===== config.mk =====
export PLATFORM = sky130hd
export DESIGN_NAME = pipeline_ctrl
export DESIGN_NICKNAME = d
export VERILOG_FILES = /design/src/rtl/pipe_pkg.sv /design/src/rtl/pipe_slot.sv /design/src/rtl/pipeline_ctrl.sv
export SDC_FILE = /design/constraint.sdc
export NUM_CORES = 1
export LEC_CHECK = 0
export CORE_UTILIZATION = 33
export CTS_BUF_LIST = sky130_fd_sc_hd__clkbuf_16
export DETAILED_ROUTE_END_ITERATION = 12
export DONT_BUFFER_PORTS = 1
export PLACE_DENSITY = 0.45
export SYNTH_ARGS = -nofsm -noshare
export SYNTH_HDL_FRONTEND = slang
export SYNTH_HIERARCHICAL = 1
export SYNTH_SLANG_ARGS = --single-unit

===== constraint.sdc =====
create_clock -name clk -period 3.3 [get_ports clk]
set_clock_uncertainty 0.15 [all_clocks]
set_input_delay 0.99 -clock clk [delete_from_list [all_inputs] [get_ports clk]]
set_output_delay 0.99 -clock clk [all_outputs]
set_load 0.05 [all_outputs]

===== src/rtl/pipe_pkg.sv =====
// Shared pipeline constants: exception codes and the stage names used across the core.
package pipe_pkg;

  localparam int unsigned EXC_W = 7;

  localparam logic [EXC_W-1:0] EXC_NONE      = 7'd0;
  localparam logic [EXC_W-1:0] EXC_DECODE    = 7'd1;
  localparam logic [EXC_W-1:0] EXC_ALU_OVF   = 7'd2;
  localparam logic [EXC_W-1:0] EXC_MEM_ALIGN = 7'd3;
  localparam logic [EXC_W-1:0] EXC_ILLEGAL   = 7'd4;
  localparam logic [EXC_W-1:0] EXC_SYSCALL   = 7'd5;

  localparam int unsigned STG_DEC = 0;
  localparam int unsigned STG_ALU = 2;
  localparam int unsigned STG_MEM = 3;
  localparam int unsigned STG_WB  = 4;

endpackage


===== src/rtl/pipe_slot.sv =====
// One pipeline stage slot: a valid bit and the PC of the instruction it holds.
module pipe_slot #(
  parameter int unsigned PC_W = 32
) (
  input  logic            clk,
  input  logic            rst,
  input  logic            load,
  input  logic            clear,
  input  logic [PC_W-1:0] pc_in,
  output logic            valid,
  output logic [PC_W-1:0] pc
);

  // clear beats load so a flush or exception can kill an incoming instruction
  always_ff @(posedge clk) begin
    if (rst) begin
      valid <= 1'b0;
      pc    <= '0;
    end else if (clear) begin
      valid <= 1'b0;
    end else if (load) begin
      valid <= 1'b1;
      pc    <= pc_in;
    end
  end

endmodule


===== src/rtl/pipeline_ctrl.sv =====
// Per-stage valid/advance control with back-pressure, late-branch flush,
// precise halt on a retiring exception and a stretched datapath reset.
module pipeline_ctrl #(
  parameter int unsigned STAGES      = 5,
  parameter int unsigned BR_STAGE    = pipe_pkg::STG_ALU,
  parameter int unsigned RST_STRETCH = 2,
  parameter int unsigned PC_W        = 32,
  parameter int unsigned EXC_W       = pipe_pkg::EXC_W
) (
  input  logic                   clk,
  input  logic                   rst,
  output logic                   rst_out,
  input  logic                   fetch_valid,
  input  logic [PC_W-1:0]        fetch_pc,
  output logic                   fetch_ready,
  input  logic [STAGES-1:0]      stall_req,
  input  logic                   flush_req,
  input  logic [EXC_W-1:0]       retire_exc,
  output logic [STAGES-1:0]      stage_valid,
  output logic [STAGES-1:0]      stage_advance,
  output logic [STAGES*PC_W-1:0] stage_pc,
  output logic                   halted,
  output logic [EXC_W-1:0]       exc_code,
  output logic [PC_W-1:0]        exc_pc,
  output logic [31:0]            retire_count
);

  import pipe_pkg::*;

  localparam int unsigned LAST = STAGES - 1;
  localparam logic [STAGES-1:0] YOUNG_MASK = STAGES'((64'd1 << BR_STAGE) - 64'd1);

  logic [3:0]             stretch_cnt;
  logic                   rst_int;
  logic [STAGES-1:0]      valid;
  logic [STAGES*PC_W-1:0] pc_flat;
  logic [STAGES-1:0]      move;
  logic [STAGES-1:0]      ready;
  logic [STAGES-1:0]      mv;
  logic [STAGES-1:0]      load;
  logic [STAGES-1:0]      clear;
  logic                   flush;
  logic                   take;
  logic                   ready_in;
  logic                   exc_fire;
  logic                   retire_ok;
  logic                   halted_q;
  logic [EXC_W-1:0]       exc_code_q;
  logic [PC_W-1:0]        exc_pc_q;
  logic [31:0]            retire_q;

  always_ff @(posedge clk) begin
    if (rst)
      stretch_cnt <= 4'(RST_STRETCH);
    else if (stretch_cnt != '0)
      stretch_cnt <= stretch_cnt - 4'd1;
  end

  assign rst_int = rst | (stretch_cnt != '0);

  // Ready ripples from retire back towards decode through a scalar carry.
  always_comb begin : ready_chain
    logic r;
    move = '0;
    ready = '0;
    r = 1'b1;
    for (int unsigned k = 0; k < STAGES; k++) begin
      move[LAST-k]  = valid[LAST-k] & ~stall_req[LAST-k] & r;
      ready[LAST-k] = ~valid[LAST-k] | move[LAST-k];
      r = ready[LAST-k];
    end
  end

  assign flush     = flush_req & valid[BR_STAGE];
  assign ready_in  = ready[0] & ~halted_q & ~rst_int & ~flush;
  assign take      = fetch_valid & ready_in;
  assign exc_fire  = move[LAST] & (retire_exc != EXC_W'(EXC_NONE)) & ~halted_q;
  assign retire_ok = move[LAST] & (retire_exc == EXC_W'(EXC_NONE)) & ~halted_q;

  // Flushed younger stages do not hand their content on; BR_STAGE then bubbles.
  assign mv    = move & ~({STAGES{flush}} & YOUNG_MASK);
  assign load  = {mv[STAGES-2:0], take};
  assign clear = {STAGES{exc_fire}} | ({STAGES{flush}} & YOUNG_MASK) | (mv & ~load);

  for (genvar g = 0; g < STAGES; g++) begin : g_slot
    logic [PC_W-1:0] src;
    if (g == 0) begin : g_head
      assign src = fetch_pc;
    end else begin : g_body
      assign src = pc_flat[(g-1)*PC_W +: PC_W];
    end
    pipe_slot #(.PC_W(PC_W)) u_slot (
      .clk   (clk),
      .rst   (rst_int),
      .load  (load[g]),
      .clear (clear[g]),
      .pc_in (src),
      .valid (valid[g]),
      .pc    (pc_flat[g*PC_W +: PC_W])
    );
  end

  always_ff @(posedge clk) begin
    if (rst_int) begin
      halted_q   <= 1'b0;
      exc_code_q <= '0;
      exc_pc_q   <= '0;
      retire_q   <= '0;
    end else begin
      if (exc_fire) begin
        halted_q   <= 1'b1;
        exc_code_q <= retire_exc;
        exc_pc_q   <= pc_flat[LAST*PC_W +: PC_W];
      end
      if (retire_ok)
        retire_q <= retire_q + 32'd1;
    end
  end

  // Outputs are forced low for the whole stretched reset, including its first cycle.
  assign rst_out       = rst_int;
  assign fetch_ready   = ready_in;
  assign stage_valid   = rst_int ? '0 : valid;
  assign stage_advance = rst_int ? '0 : load;
  assign stage_pc      = rst_int ? '0 : pc_flat;
  assign halted        = rst_int ? 1'b0 : halted_q;
  assign exc_code      = rst_int ? '0 : exc_code_q;
  assign exc_pc        = rst_int ? '0 : exc_pc_q;
  assign retire_count  = rst_int ? '0 : retire_q;

endmodule


==> flow_summary_export.csv, run 1 <==
group,metric,value,unit
run_status,status,"finished with violations",
run_status,violations,"negative setup slack",
synth,ys_top_cells_by_count,"241 x dfxtp_1, 240 x and2_1, 166 x nand2b_1, 160 x nand4bb_1, 150 x o21ai_1",
routing,drtIter0Drc,578,
run,cap_violations,0,
pwr,power_switching,2.06,mW
floorplanning,die_w,195,um
global_routing,grt_pass1_vias,9982,
floorplanning,die_h,195,um
clock_tree,cts_buffers,29,
pwr,p_total,7.62,mW
clock_tree,cts_hold_buffers,0,
sta,fin_setup_tns,-31.59,ns
routing,route.vias.total,10600,
setup_path,cp_slowest_stage_delay,0.32,ns
sta,period_needed,3.52,ns
global_routing,antenna_found_initial,0,
synth,ys.flop_type,"dfxtp_1",
clock_tree,clk_pin_slew,0.06,ns
setup_path,path_delay_family,"buffers and inverters",
pwr,p_sw_share,27.0,%
pwr,p_int,5.56,mW
clock_tree,htreeDepth,1,
cells_and_area,diodes,0,
sta,hold_violations,0,
sta,final_max_slew_viol_count,0,
setup_path,r2r_slack,0.58,ns
routing,viasPerCell,4.97,
pwr,power_frac_comb,21.0,%
cells_and_area,stdcell_area,19900,um2
setup_path,cp_slowest_cell,"dfxtp_2",
placement,post-place-ws,-0.00721,ns
global_routing,grt_usage,19.5,%
global_routing,grt_start_max_net_pins,196,
pwr,pwr-share-clk,40.2,%
synth,synth-edff-count,0,
floorplanning,initial_core_util,33.6,%
sta,fin_crit_sh,107,%
routing,drcViolationCount,0,
clock_tree,cts.sinks,241,
clock_tree,clkLatencyLatePin,0.54,ns
global_routing,grt_pass1_wl,59.8,mm
placement,gp_congestion,0.848,
hold_path,hp-start,"exc_pc_q[12]",
routing,ant_nets,0,
setup_path,cp_common_cell,"buf_12",
routing,drtPass1Iterations,5,
synth,synth_most_common_cell,"dfxtp_1",
synth,ys_seq_elements,241,
synth,yosys_warnings,6,
cells_and_area,finalNetCount,1687,
sta,rsz0062_at_grt,"yes",
cells_and_area,post-route-util,54.2,%
clock_tree,cts.path.max_buffers,3,
placement,port_buffers,0,
cells_and_area,area_growth,61.4,%
synth,ys_top_cells_by_area,"dfxtp_1 39%, nand4bb_1 15%, and2_1 12%",
global_routing,top_usage_layer,"met2",
sta,whs,0.304,ns
hold_path,hp-class,"reg2reg",
pwr,power.density,383,nW/um2
setup_path,crit_type,"reg2out",
setup_path,timing.rr.start,"stretch_cnt[1]",
sta,setup_ws,-0.217,ns
sta,fmax,284,MHz
floorplanning,rows,70,
setup_path,cp-end-kind,"primary output",
synth,async_flop_share,0,%
setup_path,cp.required,2.16,ns
synth,syn-num-nets,1466,
hold_path,holdPathEnd,"exc_pc_q[12]",
routing,drt_wl_total,39.6,mm
setup_path,path_max_fanout,7,
sta,setup_violations,237,
global_routing,grt_overflow_total,0,
synth,synth_seq_area_share,39.1,%
clock_tree,cts-root-buf,"clkbuf_16",
clock_tree,cts_tree,"done",
routing,wl_per_cell,18.6,um
placement,place_hpwl,25.2,mm
setup_path,critPathArrivalTime,2.38,ns
synth,syn_area_per_cell,8.71,um2
setup_path,cp-start-kind,"flip-flop",
placement,placed_area,17600,um2
synth,netlist_instances,1415,
cells_and_area,drive_gt1_share,37.3,%
setup_path,r2r-end,"g_slot[2].u_slot/pc[0]",
global_routing,met3_usage,3.52,%
setup_path,crit_path_cell_trace,"inv_2 -> ha_4 -> nand2b_4 -> or2_4 -> nor2_4 -> buf_4 -> buf_12 -> buf_12 -> buf_16 -> and2_4 -> buf_12",
pwr,seqPwrFrac,38.8,%
synth,synth_cell_type_count,43,
cells_and_area,instances_no_fill,2125,
synth,yosys.area.top_type,"dfxtp_1",
pwr,peakVddDrop,348,uV
floorplanning,dieArea,38100,um2
global_routing,use_met2,29.7,%
hold_path,hold_depth,2,
sta,slew_headroom,56.8,%
placement,dp.cells,2031,
setup_path,critPathBufInv,6,
synth,synth_top_cell_area_share,39.1,%
sta,worst_pin_slew,0.643,ns
pwr,leakage,7.10,nW
floorplanning,core,36700,um2
synth,netlist_area,12300,um2
setup_path,r2r.worst_path.cells,13,
floorplanning,io_pins,292,
global_routing,met1_usage,28.0,%
## registers in the layout, indices dropped and copies added (netlist names)
register             flops
g_slot.u_slot/pc       160
exc_pc_q                32
retire_q                32
exc_code_q               7
g_slot.u_slot/valid      5
stretch_cnt              4
halted_q                 1
## repair_timing
item,4_1_cts,5_1_grt
pin swaps,18,6
endpoints found under the setup margin,243,244
gates cloned,10,11
setup buffers,20,6
resized for setup,152,116
## area by class of cell
cell class / count / area, um2
Multi-Input combinational cell: 1037 / 7560
Sequential cell: 241 / 4830
Inverter: 8 / 37.5
Fill cell: 3266 / 16800
Timing Repair Buffer: 319 / 5990
Clock inverter: 23 / 183
Clock buffer: 29 / 726
Tap cell: 468 / 586
## logic make-up (layout without fill, tap and decap cells)
kind of cell | Yosys count | count (layout) | synth area share (%)
and+or+nand+nor | 782 | 782 | 44.0
DFF | 241 | 241 | 39.1
AOI/OAI and AO/OA | 223 | 223 | 9.15
buffers and inverters | 137 | 379 | 5.27
xor gates and xnor gates | 25 | 25 | 1.78
muxes | 4 | 4 | 0.355
adders and majority gates | 3 | 3 | 0.305
## worst reg2reg max path, delay by kind of cell, from the launching register on
family,cells,cell delay (ns)
fa+ha+maj,1,0.16
buf+inv,7,1.28
compound gates,1,0.08
flops,1,0.33
simple gates,4,0.61
## per-layer routing
metal | part of all wire [%] | up-vias
met2 | 45 | 262
met3 | 4.8 | 47
met1 | 48 | 4973
li1 | - | 5271
met4 | 2.1 | 0
met5 | 0 | -
## power groups by stage
| stage | Clock (mW) | Combinational (mW) | Sequential, mW |
|---|---|---|---|
| after floorplan | 0 | 0.743 | 3.01 |
| after global placement | 0 | 0.934 | 3.01 |
| after detailed placement | 0 | 0.949 | 3.02 |
| after CTS | 3.16 | 1.43 | 2.95 |
| after global routing | 3.28 | 1.70 | 2.96 |
| final | 3.07 | 1.60 | 2.96 |
## cell usage in the layout (no fill, tap or decap), types with 16 or more instances in the layout
master,netlist,final
a21oi_1,48,46
and2_1,240,22
and2_4,0,218
buf_12,0,256
buf_4,8,35
clkbuf_16,0,39
dfxtp_1,241,239
nand2_1,92,91
nand2b_1,166,165
nand4bb_1,160,160
nor2_1,47,39
o21ai_0,21,16
o21ai_1,150,150
## worst max path at each step
stage | from | slack (ns) | depth (start not counted) | endpoint
after floorplan | rst | -0.11 | 5 | stage_advance[1]
after global routing | stretch_cnt[0] | -0.29 | 11 | exc_pc[30]
final | stretch_cnt[0] | -0.22 | 11 | exc_pc[30]
after CTS | stretch_cnt[1] | -0.26 | 12 | stage_pc[77]
after detailed placement | stall_req[4] | -0.007 | 6 | stage_advance[0]
after global placement | stall_req[4] | -0.02 | 6 | stage_advance[0]
Power figures use the tool's default switching activity.
==> run 2, diff against run 1 <==
Settings changed: GPL_ROUTABILITY_DRIVEN set to 0, SLEW_MARGIN set to 10.
==> results of run 2 <==
The final DEF is identical to that of run 1; final timing and power are the same.
